### config.mk
export PLATFORM = sky130hd
export DESIGN_NAME = computation_controller
export DESIGN_NICKNAME = d
export VERILOG_FILES = /design/src/rtl/computation_controller.sv
export SDC_FILE = /design/constraint.sdc
export NUM_CORES = 1
export LEC_CHECK = 0
export CORE_MARGIN = 3
export CORE_UTILIZATION = 45
export CTS_CLUSTER_DIAMETER = 50
export DETAILED_ROUTE_END_ITERATION = 10
export PLACE_DENSITY_LB_ADDON = 0.3
export SYNTH_ARGS = -nofsm -noshare
export SYNTH_HDL_FRONTEND = slang
export SYNTH_SLANG_ARGS = --single-unit
### constraint.sdc
create_clock -name clk -period 4.9 [get_ports clk]
set_input_delay 0.98 -clock clk [delete_from_list [all_inputs] [get_ports clk]]
set_output_delay 0.98 -clock clk [all_outputs]
set_load 0.01 [all_outputs]
### src/rtl/computation_controller.sv
// Sequencer for the serial, systolic and custom engines sharing one memory port.
// Steers the shared mux, enables engines, walks the four systolic feature passes and guards each phase with a watchdog.
module computation_controller #(
  parameter logic [5:0] FEAT_STRIDE = 6'd2,
  parameter logic [7:0] TIMEOUT     = 8'd255
) (
  input  logic       clk,
  input  logic       rst,
  input  logic       start,
  input  logic [1:0] mode_req,
  input  logic [7:0] serial_base_i,
  input  logic [5:0] systolic_base_i,
  input  logic       serial_mode_done,
  input  logic       weight_Preloader_done,
  input  logic       feature_Loader_done,
  input  logic       custom_mode_done,
  output logic       serial_mode_en,
  output logic       Weight_Preloader_en,
  output logic       Feature_Loader_en,
  output logic       custom_mode_en,
  output logic       systolic_mode,
  output logic [1:0] c_reg_sel,
  output logic [1:0] computation_mode_sel,
  output logic [7:0] serial_mode_feature_baseaddr,
  output logic [5:0] systolic_mode_feature_baseaddr,
  output logic       busy,
  output logic       done,
  output logic       error
);

  typedef enum logic [2:0] {
    IDLE,
    SER_RUN,
    WL_RUN,
    FL_RUN,
    GAP,
    CUS_RUN,
    FIN
  } state_t;

  state_t     state_q, state_d;
  logic [1:0] pass_q, pass_d;
  logic [7:0] wdog_q, wdog_d;
  logic [5:0] sys_base_q, sys_base_d;
  logic       ser_en_q, ser_en_d;
  logic       wl_en_q, wl_en_d;
  logic       fl_en_q, fl_en_d;
  logic       cus_en_q, cus_en_d;
  logic       sys_mode_q, sys_mode_d;
  logic [1:0] c_reg_q, c_reg_d;
  logic [1:0] sel_q, sel_d;
  logic [7:0] ser_addr_q, ser_addr_d;
  logic [5:0] sys_addr_q, sys_addr_d;
  logic       busy_q, busy_d;
  logic       done_q, done_d;
  logic       error_q, error_d;

  logic       accept;
  logic       timed_out;
  logic       in_run;

  // A phase times out on its TIMEOUT-th waiting cycle; a done flag sampled on that same edge still wins.
  assign timed_out = (wdog_q == (TIMEOUT - 8'd1));
  assign in_run    = (state_q == SER_RUN) || (state_q == WL_RUN) ||
                     (state_q == FL_RUN)  || (state_q == CUS_RUN);

  always_comb begin
    state_d    = state_q;
    pass_d     = pass_q;
    sys_base_d = sys_base_q;
    sel_d      = sel_q;
    ser_addr_d = ser_addr_q;
    error_d    = 1'b0;
    accept     = 1'b0;

    case (state_q)
      IDLE: begin
        if (start) begin
          if (mode_req == 2'b11) begin
            error_d = 1'b1;
          end else begin
            accept     = 1'b1;
            sel_d      = mode_req;
            ser_addr_d = serial_base_i;
            sys_base_d = systolic_base_i;
            pass_d     = 2'd0;
            case (mode_req)
              2'b00:   state_d = SER_RUN;
              2'b01:   state_d = WL_RUN;
              default: state_d = CUS_RUN;
            endcase
          end
        end
      end
      SER_RUN: begin
        if (serial_mode_done) begin
          state_d = FIN;
        end else if (timed_out) begin
          state_d = IDLE;
          error_d = 1'b1;
        end
      end
      CUS_RUN: begin
        if (custom_mode_done) begin
          state_d = FIN;
        end else if (timed_out) begin
          state_d = IDLE;
          error_d = 1'b1;
        end
      end
      WL_RUN: begin
        if (weight_Preloader_done) begin
          state_d = GAP;
          pass_d  = 2'd0;
        end else if (timed_out) begin
          state_d = IDLE;
          error_d = 1'b1;
        end
      end
      GAP: begin
        state_d = FL_RUN;
      end
      FL_RUN: begin
        if (feature_Loader_done) begin
          if (pass_q == 2'd3) begin
            state_d = FIN;
          end else begin
            state_d = GAP;
            pass_d  = pass_q + 2'd1;
          end
        end else if (timed_out) begin
          state_d = IDLE;
          error_d = 1'b1;
        end
      end
      FIN: begin
        state_d = IDLE;
      end
      default: begin
        state_d = IDLE;
      end
    endcase
  end

  // Outputs are decoded from the next state so they are registered alongside it with no extra latency.
  always_comb begin
    ser_en_d   = (state_d == SER_RUN);
    wl_en_d    = (state_d == WL_RUN);
    fl_en_d    = (state_d == FL_RUN);
    cus_en_d   = (state_d == CUS_RUN);
    busy_d     = (state_d != IDLE);
    done_d     = (state_d == FIN);
    sys_mode_d = sys_mode_q;
    c_reg_d    = c_reg_q;
    sys_addr_d = sys_addr_q;
    wdog_d     = 8'd0;

    if (state_d == WL_RUN) begin
      sys_mode_d = 1'b0;
    end else if (state_d == FL_RUN) begin
      sys_mode_d = 1'b1;
    end

    if (accept) begin
      sys_addr_d = systolic_base_i;
    end else if (state_d == FL_RUN) begin
      c_reg_d    = pass_d;
      sys_addr_d = sys_base_d + ({4'b0000, pass_d} * FEAT_STRIDE);
    end

    if (in_run && (state_d == state_q)) begin
      wdog_d = wdog_q + 8'd1;
    end
  end

  always_ff @(posedge clk or posedge rst) begin
    if (rst) begin
      state_q    <= IDLE;
      pass_q     <= 2'd0;
      wdog_q     <= 8'd0;
      sys_base_q <= 6'd0;
      ser_en_q   <= 1'b0;
      wl_en_q    <= 1'b0;
      fl_en_q    <= 1'b0;
      cus_en_q   <= 1'b0;
      sys_mode_q <= 1'b0;
      c_reg_q    <= 2'd0;
      sel_q      <= 2'b00;
      ser_addr_q <= 8'd0;
      sys_addr_q <= 6'd0;
      busy_q     <= 1'b0;
      done_q     <= 1'b0;
      error_q    <= 1'b0;
    end else begin
      state_q    <= state_d;
      pass_q     <= pass_d;
      wdog_q     <= wdog_d;
      sys_base_q <= sys_base_d;
      ser_en_q   <= ser_en_d;
      wl_en_q    <= wl_en_d;
      fl_en_q    <= fl_en_d;
      cus_en_q   <= cus_en_d;
      sys_mode_q <= sys_mode_d;
      c_reg_q    <= c_reg_d;
      sel_q      <= sel_d;
      ser_addr_q <= ser_addr_d;
      sys_addr_q <= sys_addr_d;
      busy_q     <= busy_d;
      done_q     <= done_d;
      error_q    <= error_d;
    end
  end

  assign serial_mode_en                 = ser_en_q;
  assign Weight_Preloader_en            = wl_en_q;
  assign Feature_Loader_en              = fl_en_q;
  assign custom_mode_en                 = cus_en_q;
  assign systolic_mode                  = sys_mode_q;
  assign c_reg_sel                      = c_reg_q;
  assign computation_mode_sel           = sel_q;
  assign serial_mode_feature_baseaddr   = ser_addr_q;
  assign systolic_mode_feature_baseaddr = sys_addr_q;
  assign busy                           = busy_q;
  assign done                           = done_q;
  assign error                          = error_q;

endmodule

== Yosys cells after proc, flatten, opt, wreduce, memory -nomap -nowiden ==
Cells that the tools add are included.
W data, S select, Z words.
Cells by class
  $add $sub $neg: 3
  equal/unequal tests: 15
  muxes and demuxes: 35
  bitwise operators: 2
  reduce and logical (&&, ||, !) cells: 11
Operators by type and width (count)
  $mux W6: 5
  $mux W3: 7
  $pmux W3 S6: 1
  $eq A3 B2 Y1 const B: 4
  $eq A3 B3 Y1 const B: 4
  $mux W1: 12
  $mux W2: 6
  $add A8 B1 Y8 const B: 1
  $eq A8 B8 Y1 const B: 1
  $mux W8: 1
  $add A6 B3 Y6: 1
  $eq A3 B1 Y1 const B: 2
  $pmux W2 S3: 1
  $pmux W3 S2: 1
  $pmux W1 S5: 1
  $eq A2 B2 Y1 const B: 2
  $reduce_bool A2 Y1: 2
  $eq A3 B3 Y1: 1
  $logic_not A3 Y1: 1
  $logic_or A1 B1 Y1: 3
  $reduce_and A3 Y1: 1
  $reduce_bool A3 Y1: 1
  $add A2 B1 Y2 const B: 1
  $eq A2 B1 Y1 const B: 1
  other kinds (4): 5
Word-level totals
  register bits after elaboration: 45
  input bits: 23
  word-level logic and storage cells: 82

== Depth between registers and ports, before layout ==
  depth in word-level cells: 8
  gate-level depth with buffers: 12
  gate-level depth less buffers: 10

== Worst setup path before layout ==
Ideal clock, no wire load.
  path kind: input to register
  start point: input port start
  end point: register sys_addr_q[5], in the netlist systolic_mode_feature_baseaddr[5]
  library setup time: 0.127 ns
  arrival: 3.193 ns
  required time: 4.773 ns
  path slack: 1.579 ns
  stages: 11
  cells stage by stage: or4b_4 -> a21oi_1 -> clkbuf_1 -> nand2_1 -> nand2_1 -> ha_1 -> fa_1 -> nand3_1 -> xnor2_1 -> o41ai_1 -> o21ai_1
On the way
  word-level cells in the longest chain between the ends: 5
  elaborated cells between the ends (all ways): 13
RTL lines
  start, declared: RTL line 9  | input logic start,
  $mux W6: RTL line 78  | if (start) begin
  $mux W6: RTL line 76  | case (state_q)
  via sys_base_d[1]: RTL line 44  | logic [5:0] sys_base_q, sys_base_d;
  $add A6 B3 Y6: RTL line 168  | sys_addr_d = sys_base_d + ({4'b0000, pass_d} * FEAT_STRIDE);
  $mux W6: RTL line 166  | end else if (state_d == FL_RUN) begin
  $mux W6: RTL line 164  | if (accept) begin
  end signal, assigned: RTL line 207  | sys_addr_q <= sys_addr_d;
  end, declared: RTL line 53  | logic [5:0] sys_addr_q, sys_addr_d;
The timed path passes the listed nets, and every way through them passes these cells. The select of a mux whose other input is x is not followed.
A chain may end at the register's enable or synchronous reset.

== Worst setup path after layout ==
Same ends and word-level chain as after synthesis.

==> results.toml <==
[worst_setup_path]
r2r_slack_ps = 1840
cp.arrival_ps = 3820
slowest_stage = "clkdlybuf4s50_1"
critical-path-top-delay-family = "simple AND/OR/NAND/NOR gates"
crit_buf_inv = 1
critPathKind = "input port to flip-flop"
cpMostUsedCell = "nand2_1"
cpPeakStageDelay_ps = 530
startpoint_type = "input port"
critPathMaxFanout = 13
crit_required_ps = 5080
crit_path_cell_trace = "clkdlybuf4s50_1, or4b_4, nand2b_1, nand2_1, nand2_1, ha_1, fa_1, nand3_1, xnor2_1, o41ai_1, o21ai_1"
endpoint_kind = "flip-flop"

[timing]
finalHoldViolations = 0
slew_headroom = 0.3832
fin_crit_sh = 0.7434
worstMarginPinSlew_ps = 923.9
holdWs_ps = 480.1
rsz0062_at_grt = "no"
finClkSkew_ps = 3.384
maxSlewViolCount = 0
setup_violations = 0
fmax_ghz = 0.2745
tns_ps = 0
finalCriticalPeriod_ps = 3643

[job]
drv_cap = 0

[synth]
synth_area_per_cell_um2 = 9.890
syn_nets = 247
syn-cell-area_um2 = 2166
synth_seq_cells = 45
synth_edf_count = 0
async_flop_share = 1.000
yosys_warnings = 0
ys_types = 46
synth_flop_cell = "dfrtp_1"
synth_top_area_share = 0.5199
synth_top_area_cell = "dfrtp_1"
ys_top_cells_by_area = "dfrtp_1 (52%), nand2_1 (9.4%), nor3_1 (2.5%), xnor2_1 (2.4%), ha_1 (2.3%)"
synthCells = 219
synth_most_common_cell = "nand2_1"
netlist_top_cells_count = "nand2_1 (54), dfrtp_1 (45), nor3_1 (11), nor2_1 (10)"
ys_seq_area_frac = 0.5199

[layout]
layout.nets = 294
drive_above_1_share = 0.07116
stdcell_area_um2 = 2750
syn2layout_area_growth_pct = 26.98
n_antenna_cell = 0
nFillCells = 400

[floorplanning]
io-pin-count = 49
die_y_um = 75.38
start_util = 0.4808
coreArea_um2 = 4504
die_x_um = 75.38
die_area_um2 = 5681
rows = 24

[min_path]
hold_path_class = "flip-flop to flip-flop"

[power]
powerDensity_nw_per_um2 = 581.5
peakVddDrop_v = 0.0002969
total_power_uw = 1599
power.leakage_uw = 0.001256

[place]
place_area_um2 = 2668
port_buffers = 48
gp_congestion = 0.8315
hpwl_um = 3447

[routing]
wl_per_cell_um = 15.08
viasPerCell = 5.389
drt-total-wl_um = 4812
final_antenna_net_count = 0
dr.pass1.iters = 4
drc_errors = 0
drtIter0Drc = 86
vias = 1719

[cts]
clkLatencyLatePin_ps = 290
cts_tree = "done"
post_cts_buffers = 0
cts_buffer_depth = 2
holdBufCountCts = 0
cts_htree_levels = 2
cts-buffers-inserted = 5
cts_resized = 0
clock-root-buffer = "clkbuf_8"
cts_sinks = 45
clkTransAtPathRegs_ps = 80

[global_routing]
antenna_found_initial = 0
gr-total-overflow = 0
grt_max_degree = 46
grt_util_all_layers = 0.1804
grt_pass1_vias = 1624
grt_pass1_wl_um = 7783

[status]
status = "finished, final reports clean"
[through the flow]
stage               std cells  worst slack, ps  utilization
detailed placement        311            949.8       0.5922
global route              319             1165       0.6106
finish                    319             1257       0.6106
global placement          311             1044       0.5922
floorplan                 219             1579            -
CTS                       319             1260       0.6106
[cells in the final DEF (no fill, tap or decap), types with 3 or more instances in the layout]
| master | n |
|---|---|
| a21oi_1 | 7 |
| a31oi_1 | 5 |
| and3b_1 | 3 |
| clkbuf_8 | 5 |
| clkdlybuf4s50_1 | 48 |
| clkinv_2 | 3 |
| dfrtp_1 | 45 |
| ha_1 | 4 |
| inv_1 | 5 |
| mux2_1 | 3 |
| nand2_1 | 54 |
| nand3_1 | 7 |
| nand4_1 | 3 |
| nor2_1 | 10 |
| nor2b_1 | 3 |
| nor3_1 | 11 |
| o21ai_0 | 5 |
| xnor2_1 | 6 |
| xor2_1 | 3 |
[state kept, by name, summed over array words and instances (netlist names), 2 cells and up]
signal and cells:
sys_base_q 6, state_q 3, systolic_mode_feature_baseaddr 6, wdog_q 8
pass_q 2, c_reg_sel 2, computation_mode_sel 2, serial_mode_feature_baseaddr 8
[power breakdown]
group	internal, uW	total [uW]	switching [uW]
sequential	505	608	102
combinational	352	770	418
clock	99.0	221	122
[path summary, 6_finish.rpt]
| check | start | endpoint | cells after the start |
|---|---|---|---|
| max in group asynchronous | rst | systolic_mode_feature_baseaddr[1] | 2 |
| min in group asynchronous | rst | serial_mode_feature_baseaddr[0] | 2 |
| worst max register to register | state_q[0] | systolic_mode_feature_baseaddr[5] | 10 |
| worst min register to register | sys_base_q[0] | sys_base_q[0] | 2 |
| worst min-delay path | sys_base_q[0] | sys_base_q[0] | 2 |
| worst max-delay path | start | systolic_mode_feature_baseaddr[5] | 11 |
[metal layers]
| metal | track usage | vias to the layer above | wire length (um) |
|---|---|---|---|
| met1 | 0.2487 | 818 | 2151 |
| met3 | 0.04881 | 5 | 260 |
| li1 | - | 847 | - |
| met5 | 0 | - | 0 |
| met2 | 0.2838 | 49 | 2348 |
| met4 | 0.04660 | 0 | 52 |
[logic make-up after synthesis]
| logic type | count (synthesis) | synth area share |
|---|---|---|
| flip-flops | 45 | 0.5199 |
| multiplexers | 7 | 0.03524 |
| adder cells (fa/ha/maj) | 5 | 0.03235 |
| AO/OA/AOI/OAI | 36 | 0.1219 |
| XOR/XNOR | 9 | 0.03640 |
| AND/OR/NAND/NOR | 99 | 0.2126 |
| buffers and inverters | 18 | 0.04159 |
[area by class of cell]
| class | instances | area [um^2] | area share |
|---|---|---|---|
| clock inverters | 2 | 10.01 | 0.003640 |
| well taps | 52 | 65.06 | 0.02366 |
| multi-input cells | 156 | 949.7 | 0.3453 |
| repair buffers | 50 | 495.5 | 0.1802 |
| flip-flops and latches | 45 | 1126 | 0.4095 |
| inverters | 8 | 31.28 | 0.01137 |
| clock buffers | 6 | 72.57 | 0.02639 |
[tightest hold or removal path: stages, from the launching register on]
cell and delay, ps:
dfrtp_1 320, nand2_1 40, nand2_1 80
(Power assumes the default switching activity.)
